[src/rtl/wb_pipe_stage.sv]
// wb_pipe_stage: MEM/WB pipeline register with stall/flush, valid, single-shot write enable and retire counter
// Ports:
//   clk, rst                 clock and synchronous active-high reset
//   stall, flush             hold the WB register / load a bubble into it
//   mem_*                    MEM stage instruction fields captured into WB
//   MEM_ins_type/number      debug tags captured into WB
//   wb_valid, wb_wreg        WB holds a real instruction / qualified register-file write
//   wb_destR, wb_dest        registered destination and write-back data
//   WB_ins_type/number       registered debug tags
//   wb_retire, retire_cnt    fresh-load pulse and count of instructions loaded into WB
module wb_pipe_stage #(
    parameter int DATA_W        = 32,
    parameter int REG_AW        = 5,
    parameter int TAG_W         = 4,
    parameter int CNT_W         = 16,
    parameter bit ZERO_SUPPRESS = 1'b1
) (
    input  logic              clk,
    input  logic              rst,
    input  logic              stall,
    input  logic              flush,
    input  logic              mem_valid,
    input  logic              mem_wreg,
    input  logic              mem_m2reg,
    input  logic [DATA_W-1:0] mem_mdata,
    input  logic [DATA_W-1:0] mem_aluR,
    input  logic [REG_AW-1:0] mem_destR,
    input  logic [TAG_W-1:0]  MEM_ins_type,
    input  logic [TAG_W-1:0]  MEM_ins_number,
    output logic              wb_valid,
    output logic              wb_wreg,
    output logic [REG_AW-1:0] wb_destR,
    output logic [DATA_W-1:0] wb_dest,
    output logic [TAG_W-1:0]  WB_ins_type,
    output logic [TAG_W-1:0]  WB_ins_number,
    output logic              wb_retire,
    output logic [CNT_W-1:0]  retire_cnt
);
    logic              valid_r, new_r, wreg_r, m2reg_r;
    logic [DATA_W-1:0] mdata_r, aluR_r;
    logic [REG_AW-1:0] destR_r;
    logic [TAG_W-1:0]  type_r, number_r;
    always_ff @(posedge clk) begin
        if (rst || flush) begin
            valid_r  <= 1'b0;
            new_r    <= 1'b0;
            wreg_r   <= 1'b0;
            m2reg_r  <= 1'b0;
            mdata_r  <= '0;
            aluR_r   <= '0;
            destR_r  <= '0;
            type_r   <= '0;
            number_r <= '0;
            if (rst)
                retire_cnt <= '0;
        end else if (stall) begin
            // holding keeps wb_dest stable for forwarding; only the fresh flag drops
            new_r <= 1'b0;
        end else begin
            valid_r  <= mem_valid;
            new_r    <= mem_valid;
            wreg_r   <= mem_wreg & mem_valid;
            m2reg_r  <= mem_m2reg;
            mdata_r  <= mem_mdata;
            aluR_r   <= mem_aluR;
            destR_r  <= mem_destR;
            type_r   <= MEM_ins_type;
            number_r <= MEM_ins_number;
            if (mem_valid)
                retire_cnt <= retire_cnt + CNT_W'(1);
        end
    end
    assign wb_valid      = valid_r;
    assign wb_retire     = new_r;
    // gating with new_r makes the register-file write happen once per instruction however long it stalls
    assign wb_wreg       = wreg_r & new_r & (!ZERO_SUPPRESS || (|destR_r));
    assign wb_destR      = destR_r;
    assign wb_dest       = m2reg_r ? mdata_r : aluR_r;
    assign WB_ins_type   = type_r;
    assign WB_ins_number = number_r;
endmodule

[config.mk]
export PLATFORM = sky130hd
export DESIGN_NAME = wb_pipe_stage
export DESIGN_NICKNAME = d
export VERILOG_FILES = /design/src/rtl/wb_pipe_stage.sv
export SDC_FILE = /design/constraint.sdc
export NUM_CORES = 1
export LEC_CHECK = 0
export CORE_MARGIN = 2
export CORE_UTILIZATION = 48
export CTS_CLUSTER_DIAMETER = 150
export DETAILED_ROUTE_END_ITERATION = 16
export PLACE_DENSITY = 0.92
export SETUP_SLACK_MARGIN = 0.1
export SYNTH_ARGS = -nofsm -noshare
export SYNTH_HDL_FRONTEND = slang
export SYNTH_SLANG_ARGS = --single-unit
[constraint.sdc]
create_clock -name clk -period 5.35 [get_ports clk]
set_input_delay 1.07 -clock clk [delete_from_list [all_inputs] [get_ports clk]]
set_output_delay 1.07 -clock clk [all_outputs]
set_load 0.01 [all_outputs]
Yosys cells after proc, flatten, opt, wreduce, memory -nomap -nowiden
Index checks and enable logic that the tools add are counted.

storage, ports and cells
  ROM bits = 0
  memory bits (writable) = 0
  flip-flop bits (word level) = 97
  output and inout port bits = 64
  latch bits = 0
  input bits = 84
  memories = 0

operators by class
  multiply operators = 0
  $add $sub $neg = 1
  muxes and demuxes = 5
  equality and inequality tests = 2
  shifts and indexed selects = 0
  reductions and logical operators = 5
  divide/modulo/power cells = 0
  bitwise gates (word level) = 3
  magnitude comparators = 0

operator list
  cell                     number
  $mux W16                 4
  $mux W32                 1
  $add A16 B1 Y16 const B  1
  $reduce_or A5 Y1         1
  $and A1 B1 Y1            3
  $reduce_and A3 Y1        1
  $ne A2 B1 Y1 const B     1
  $ne A2 B2 Y1 const B     1
  $reduce_bool A2 Y1       1
  $reduce_or A2 Y1         1
  $logic_or A1 B1 Y1       1

Longest topological paths before layout
Gate-level depths: netlist of the first run.

  word-level depth = 4
  mapped depth = 5

Worst setup path after synthesis of the first run
No wires, ideal clock.

  kind = in2reg
  start = in stall
  end = reg retire_cnt[0] (enable)
  stages = 3
  data arrival time = 2,210 ps
  buffers on the path = 1
  path slack = 2,748 ps
  setup time = 392 ps
  cell sequence = clkbuf_1 -> nand2b_1 -> o21bai_1

between the ends
  longest elaborated chain between the ends = 2

ends and longest elaborated chain
  item                         line  text
  start, declared              20    input logic stall,
  $ne A2 B1 Y1 (no line)       n/a
  $reduce_and A3 Y1 (no line)  n/a
  end signal, assigned         70    retire_cnt <= retire_cnt + CNT_W'(1);
  end, declared                37    output logic [CNT_W-1:0] retire_cnt

Every way passes these cells.
A chain may end at the register's enable or synchronous reset.

Final worst setup path of the first run
  start = reg m2reg_r
  end = out wb_dest[12]

between the ends
  longest elaborated chain between the ends = 1

ends and longest elaborated chain
  item                    line  text
  start, declared         39    logic valid_r, new_r, wreg_r, m2reg_r;
  start signal, assigned  63    m2reg_r <= mem_m2reg;
  $mux W32                78    assign wb_dest = m2reg_r ? mdata_r : aluR_r;
  end, declared           33    output logic [DATA_W-1:0] wb_dest,

Every way passes these cells.

==> results of run 1 <==
==> through the flow <==
stage                     utilization [%]  power (mW)  cells
after floorplan                         -      0.9058    380
after detailed placement            67.94       1.026    611
after global routing                70.73       1.620    626
final                               70.73       1.558    626
after CTS                           70.73       1.571    626
after global placement              67.94       1.019    611
==> flip-flops by register name, indices dropped and copies added, names as in the netlist <==
name and flops:
WB_ins_number 4, aluR_r 32, wb_retire 1, wreg_r 1, m2reg_r 1, retire_cnt 16, wb_destR 5, WB_ins_type 4
mdata_r 32, wb_valid 1
==> where the power goes <==
group          switching [mW]  internal [mW]
Clock                   0.243          0.307
Combinational          0.0826          0.132
Sequential             0.0232          0.770
==> synthesized netlist by cell type <==
master,n
edfxtp_1,16
xnor2_1,9
nor3_1,3
o21bai_1,1
or2_1,1
mux2_2,32
and2_1,1
clkbuf_1,7
a21oi_1,4
xor2_1,2
nand4_1,1
or3_1,4
o21ai_0,2
inv_1,3
buf_2,17
o311a_1,1
ha_1,1
nand2b_1,1
nand4_2,1
nand3_2,1
nor4_2,3
nor3_2,1
dfxtp_1,81
nand2_1,6
mux2i_1,79
nand3_1,5
nor2_1,96
nand4_4,1
==> worst max path at each step <==
stage,endpoint,slack (ns),cells past startpoint
floorplan,retire_cnt[0],2.75,3
global placement,wb_dest[30],2.36,3
detailed placement,wb_dest[12],2.29,3
CTS,wb_dest[12],1.89,3
global route,wb_dest[12],1.84,3
finish,wb_dest[12],1.94,3
==> kinds of logic (layout without fill, tap and decap cells) <==
group,Yosys count,after routing
AOI/OAI and AO/OA,8,8
and+or+nand+nor,125,125
xor gates and xnor gates,11,11
DFF,97,97
muxes,111,111
adders and majority gates,1,1
buffers and inverters,27,168
==> metal layers <==
| layer | track usage, % | part of all wire [%] |
|---|---|---|
| met5 | 0 | 0 |
| met4 | 7.042 | 1.5 |
| met3 | 5.818 | 7.2 |
| met2 | 34.26 | 49 |
| met1 | 24.01 | 43 |
==> final cells by class <==
type,instances,area (um^2),area share (%)
Sequential cell,97,2102,35.99
Multi-Input combinational cell,256,1874,32.09
Timing Repair Buffer,150,1491,25.54
Tap cell,105,131.4,2.249
Clock buffer,9,123.9,2.121
Clock inverter,6,106.4,1.821
Inverter,3,11.26,0.1928
==> critical path: stages (launching register included) <==
cell and delay, ns:
dfxtp_1 0.70, buf_4 0.42, mux2_2 0.39, clkdlybuf4s50_1 0.50
==> cell usage in the layout, fill, tap and decap left out, drive strengths merged <==
cell type / Yosys / layout
or2: 1 / 1
clkinv: 0 / 2
xor2: 2 / 2
or3: 4 / 4
nand2: 6 / 6
nand2b: 1 / 1
xnor2: 9 / 9
clkbuf: 7 / 9
mux2: 32 / 32
nand4: 3 / 3
and2: 1 / 1
ha: 1 / 1
nor2: 96 / 96
nor3: 4 / 4
nor4: 3 / 3
o311a: 1 / 1
bufinv: 0 / 3
inv: 3 / 4
edfxtp: 16 / 16
mux2i: 79 / 79
nand3: 6 / 6
clkdlybuf4s50: 0 / 146
o21ai: 2 / 2
buf: 17 / 4
dfxtp: 81 / 81
a21oi: 4 / 4
o21bai: 1 / 1
==> run metrics, run 1 <==
status=complete, no violations; pre-CTS setup slack=between 2 and 2.5 ns; H-Tree Depth=3; sequential share of the synthesized area=51.31%; CTS sink cnt=between 90 and 100; Initial Util=49.61%; WL per Instance=15.16 um; DP HPWL=6.695 mm; fin area=approximately 6000 um^2; leakage power=2.368 nW; Slew HR=29.76%; All-Layer GR Usage=approximately a fifth; routed wire length=9.491 mm; CTS hold repair buffers=0; fraction of layout cells with a size suffix above 1=11.32%; GPL Wtd Cong=0.7693; Yosys top cell by area=dfxtp_1; Post CTS Setup Buffer Count=0; Hold WS=0.4773 ns; Root Driver=clkbuf_8; Nets=602; Critical Path AT=2.34 ns; Mapped Cells=380; mux cell area share after synthesis=around 28%; FP Rows=33; hold wc startpoint=wb_valid; Hold Path Depth=2; Max Cap Violations=0; 1st-iter DRT viols=89; # fillers=599; Worst Hold End=wb_valid; setup TNS=0 ns; skew final=around 0.013 ns; Period minus WS final=3.414 ns; Worst-Margin Slew=1.054 ns; Post-Synth XOR/XNOR Area=about 2.4%; max-slew violations=0; Area Growth Syn to Fin=42.58%; number of global-route vias before repair=between 3,000 and 4,000; Post-CTS Resized=0; Syn Std Cell Area=approximately 4100 um^2; CTS tree=done; Worst R2R Path Depth=5; I/O pin total=148; Yosys cell types=28; Core Region=8258 um^2; post-synthesis net count=465; Yosys reg bits=97; drt pass-1 iters=4; CTS buffer count=9; Crit Reg-Reg Endpoint=retire_cnt[14]; RSZ-0062 raised after global routing=false; clock insertion delay at the later pin of the skew report=0.35 ns; clock-pin slew of the registers on the worst-case setup and hold paths=0.09 ns; Die Y=96.38 um; antenna viol nets, final=0; chip width=around 96 um; Worst Hold Class=register to register; r2r setup slk=3.65 ns; Max IR drop VDD=138.7 uV; first-pass GRT wire length=14.39 mm; Crit Path Class=register to output pin; total gr overflow=0; ranking of synthesized cells by area=dfxtp_1 40%, mux2i_1 19%, edfxtp_1 12%; Max Root-Sink Buffers=2; Cell Pwr Density=266.7 nW/um^2; fmax=0.2929 GHz; vias=roughly 3,100; min setup slack post-route=1.936 ns; n_diodes=0; crit path launch type=register; total die area=about 9300 um^2; average size of a mapped cell=10.78 um^2; largest net degree at the start of global routing=96; DRC Markers=0; RR Startpoint=retire_cnt[0]; Hold Vio Cnt, Final=0; worst-path fanout max=22; Required @ worst endpoint=4.28 ns; antenna violations before repair=0; largest family of logic cells by synthesized area=multiplexers; final worst-path cycle share=63.81%; Compound-Gate Fraction of Synth Area=1.161%; top-area cell type share of the netlist area=just under 40%; Post-Synth Adder-Cell Area=0.3054%; Ys Warns=0; Setup crit end kind=output pin; IO buf count=147; Via density=5.000; crit path launch=m2reg_r; simple-gate portion of the synthesized area=13.78%; Placed Area=around 5600 um^2; setup violators final=0
No activity file was read; power rests on OpenSTA's default activity.
==> inputs of run 2 (changes only) <==
CORE_UTILIZATION = 45   (was 48)
PLACE_DENSITY = 0.88   (was 0.92)
clock period = 3.3 ns   (was 5.35 ns; I/O delays follow)
==> run 2 against run 1 <==
  * Hold slack improved by 0.0098 ns
  * Sequential share of layout area barely moved
  * Die area rose by 6.4%
  * Clock-buffer cell count rose by 2
  * Cell count rose by 1.1%
  * Register-to-register slack got worse by 2.0 ns
  * Via count rose by 2.9%
  * Combinational power rose by 65%
  * Global-route usage fell by 0.34 points
  * Flip-flop and latch count did not move
  * Design area rose by 0.13%
  * Clock skew fell by 0.0096 ns
  * Critical endpoint is now wb_dest[13]
  * Largest cell class unchanged
==> run metrics, run 2 (synthesized netlist as in run 1, its figures left out) <==
DRC Markers=0; CTS buffer count=9; Via density=5.090; vias=3,222; Root Driver=clkbuf_8; Post CTS Setup Buffer Count=0; IO buf count=approximately 150; final worst-path cycle share=75.76%; Hold Vio Cnt, Final=0; Reg area=between 2000 and 2500 um^2; max layer used=met4; CP top delay family=buffers and inverters; antenna violations before repair=0; RSZ-0062 raised after global routing=false; CTS tree=done; Regs by FF count=aluR_r x32, mdata_r x32, retire_cnt x16; Cell Pwr Density=409.7 nW/um^2; fmax=0.4000 GHz; # fillers=673; antenna viol nets, final=0; fin area=5848 um^2; number of global-route vias before repair=3,318; Crit path buffers/inverters=2; total gr overflow=0; Required @ worst endpoint=between 2 and 3 ns; Initial Util=46.74%; Post-CTS Resized=0; leakage power=~2.4 nW; Critical Path AT=1.84 ns; fraction of layout cells with a size suffix above 1=12.00%; Slew HR=52.63%; WL met2=4.839 mm; routed wire length=9.626 mm; Core Region=8763 um^2; setup TNS=0 ns; Period minus WS final=around 2.5 ns; drt pass-1 iters=4; most frequent cells in the layout=146 x clkdlybuf4s50_1, 96 x nor2_1, 81 x dfxtp_1; Max Root-Sink Buffers=2; Max Cap Violations=0; total die area=9882 um^2; Die Y=99.41 um; Worst-Margin Slew=0.7106 ns; total chip power=around 2.4 mW; H-Tree Depth=3; worst-path fanout max=19; Max IR drop VDD=between 200 and 300 uV; largest net degree at the start of global routing=55; Hold WS=0.4871 ns; I/O pin total=148; crit path launch type=register; DP HPWL=6.981 mm; CTS sink cnt=97; clock-pin slew of the registers on the worst-case setup and hold paths=0.09 ns; status=complete, no violations; CP max-delay cell=clkdlybuf4s50_1; 1st-iter DRT viols=43; Met1 Routed Length=roughly 4.0 mm; WL per Instance=15.21 um; setup violators final=0; met3 wire len=568 um; chip width=slightly below 100 um; Nets=605; Setup crit end kind=output pin; Crit Path Class=register to output pin; clock insertion delay at the later pin of the skew report=0.35 ns; slowest cell delay on critical path=0.48 ns; Area Growth Syn to Fin=42.76%; area of the multi-input gates=1874 um^2; post-layout util=66.73%; Placed Area=between 5000 and 6000 um^2; All-Layer GR Usage=19.69%; max-slew violations=0; GPL Wtd Cong=0.7242; first-pass GRT wire length=15.61 mm; n_diodes=0; crit-path cells=buf_4 > mux2_2 > clkdlybuf4s50_1; commonest non-fill, non-tap cell in the layout=clkdlybuf4s50_1; FP Rows=34; skew final=0.003150 ns; CTS hold repair buffers=0; Worst Hold Class=register to register
run 2: through the flow:
stage | std cells | setup slack, ns
global placement | 617 | 1.149
detailed placement | 617 | 1.123
global route | 633 | 0.6947
finish | 633 | 0.7998
CTS | 633 | 0.7634
floorplan | 380 | 1.108
run 2: worst register-to-register path: stages (launching register included):
cell,delay [ns]
edfxtp_1,0.44
ha_1,0.25
nand4_2,0.21
nor3_1,0.30
xnor2_1,0.16
nor2_1,0.06
run 2: final cells by class:
type                    instances  share of cell area, %
clock buffers                  11                  2.781
clock inverters                 5                 0.6205
inverters                       3                 0.1926
multi-input cells             256                  32.05
flip-flops and latches         97                  35.94
well taps                     108                  2.311
repair buffers                153                  26.10
run 2: metal layers:
| layer | global-route usage, % | up-vias |
|---|---|---|
| li1 | - | 1580 |
| met1 | 23.22 | 1534 |
| met2 | 33.99 | 93 |
| met3 | 5.341 | 15 |
| met4 | 7.903 | 0 |
| met5 | 0 | - |
run 2: path summary, 6_finish.rpt:
path,slack (ns),cells past startpoint,start,end
max,0.80,3,m2reg_r,wb_dest[13]
min,0.49,2,wb_valid,wb_valid
max reg2reg,1.62,5,retire_cnt[0],retire_cnt[12]
min reg2reg,0.49,2,wb_valid,wb_valid
run 2: where the power goes:
group	switching [mW]	internal (mW)
combinational	0.138	0.217
clock	0.415	0.343
sequential	0.0356	1.25
==> inputs of run 3 (changes only) <==
CORE_UTILIZATION = 40   (was 45)
PLACE_DENSITY = 0.83   (was 0.88)
clock period = 2.3 ns   (was 3.3 ns; I/O delays follow)
==> run 3 against run 2 <==
  * Sequential share of layout area fell by 0.77 points
  * Global-route usage fell by 2.1 points
  * Combinational power rose by 43%
  * Critical path depth did not move
  * Largest power group unchanged
  * Critical path type unchanged
  * Total power rose by 41%
  * First-iteration DRC count rose by 98%
  * Worst setup slack got worse by 0.69 ns
  * Clock power rose by 36%
  * Design area rose by 2.4%
==> run metrics, run 3 (synthesized netlist as in run 1, its figures left out) <==
Worst-Margin Slew=about 0.57 ns; CTS buffer count=9; Required @ worst endpoint=1.84 ns; Period minus WS final=2.192 ns; fraction of layout cells with a size suffix above 1=12.33%; 1st-iter DRT viols=85; Worst Hold Class=register to register; commonest non-fill, non-tap cell in the layout=clkdlybuf4s50_1; Placed Area=5694 um^2; vias=3,159; Critical Path AT=1.73 ns; stages on the worst setup path=3; Root Driver=clkbuf_8; I/O pin total=148; Regs by FF count=aluR_r x32, mdata_r x32, retire_cnt x16; antenna viol nets, final=0; switching share of power=24.29%; most frequent cells in the layout=117 x clkdlybuf4s50_1, 96 x nor2_1, 80 x dfxtp_1; fmax=between 0.4 and 0.5 GHz; largest net degree at the start of global routing=81; part of the power in combinational logic=15.1%; slowest cell delay on critical path=roughly 0.49 ns; Hold WS=0.4781 ns; total gr overflow=0; Max IR drop VDD=366.7 uV; Placed Cells=642; Initial Util=between 40% and 50%; DP HPWL=6.763 mm; CTS sink cnt=97; chip width=105.2 um; first-pass GRT wire length=15.70 mm; P_sw=0.8199 mW; n_diodes=0; Max Cap Violations=0; CTS hold repair buffers=0; clock power share=30.4%; Hold Path Depth=2; Hold Vio Cnt, Final=0; FP Rows=36; pre-CTS setup slack=0.3525 ns; Nets=between 600 and 700; fin area=5987 um^2; CP max-delay cell=clkdlybuf4s50_1; drt pass-1 iters=4; Crit Path Class=register to output pin; min setup slack post-route=0.1077 ns; Max Root-Sink Buffers=2; number of global-route vias before repair=3,256; H-Tree Depth=3; max-slew violations=0; antenna violations before repair=0; clock insertion delay at the later pin of the skew report=0.35 ns; crit-path cells=buf_12 > mux2_2 > clkdlybuf4s50_1; WL per Instance=14.56 um; crit path launch type=register; worst-path fanout max=17; clock-pin slew of the registers on the worst-case setup and hold paths=0.09 ns; DRC Markers=0; post-layout util=about three fifths; setup violators final=0; Slew HR=61.93%; total chip power=around 3.4 mW; GPL Wtd Cong=between 0.7 and 0.8; setup TNS=0 ns; CTS tree=done; Cell Pwr Density=563.8 nW/um^2; sequential power share=54.5%; r2r setup slk=approximately 0.65 ns; All-Layer GR Usage=17.57%; Area Growth Syn to Fin=46.15%; leakage power=2.871 nW; P_int=2.556 mW; status=complete, no violations; final instance count without filler cells=660; Core Region=9864 um^2; skew final=around 0.0058 ns; IO buf count=about 150; Worst R2R Path Depth=5; Crit path buffers/inverters=2; # fillers=around 840; routed wire length=9.611 mm; Via density=4.786; total die area=~11,000 um^2; final worst-path cycle share=95.32%; CP top delay family=buffers and inverters; Setup crit end kind=output pin; Die Y=105.2 um; RSZ-0062 raised after global routing=true
[run 3: changes by cell type in the layout (fill, tap and decap cells not counted), moves of 2 or more]
cell             before  now
clkdlybuf4s50_1     146  117
dlymetal6s2s_1        0   28
buf_12                1    4
clkinv_4              2    0
[run 3: area by class of cell]
| type | count | area [um^2] | share of cell area, % |
|---|---|---|---|
| sequential | 97 | 2106 | 35.17 |
| multi-input combinational | 256 | 1874 | 31.31 |
| timing repair buffer | 155 | 1648 | 27.52 |
| tap | 133 | 166.4 | 2.780 |
| clock buffer | 12 | 155.1 | 2.591 |
| clock inverter | 4 | 26.28 | 0.4389 |
| inverter | 3 | 11.26 | 0.1881 |
[run 3: path summary, 6_finish.rpt]
| check | to | startpoint |
|---|---|---|
| max | wb_dest[31] | m2reg_r |
| max reg2reg | retire_cnt[14] | retire_cnt[0] |
| min | wb_valid | wb_valid |
| min reg2reg | wb_valid | wb_valid |
[run 3: worst register-to-register path: cells and delay by family, from the launching register on]
family        cells  cell delay, ns
xor+xnor          1            0.16
flops             1            0.44
fa+ha+maj         1            0.25
simple gates      3            0.55
[run 3: what timing repair did]
item                                    4_1_cts  5_1_grt
endpoints found under the hold margin         0        0
setup buffers                                 0        2
endpoints found under the setup margin       33       32
gates resized for setup                       1       35
[run 3: power groups by stage]
stage,Sequential [mW],Combinational (mW),Clock [mW]
after floorplan,1.88,0.225,0
after global placement,1.88,0.502,0
after detailed placement,1.88,0.513,0
after CTS,1.84,0.518,1.06
after global routing,1.85,0.550,1.12
final,1.84,0.509,1.03
[run 3: routing by layer]
metal	global-route usage (%)	wire length, um
met1	21.32	4175
met2	29.54	4750
met3	4.741	518
met4	6.762	166
met5	0	0
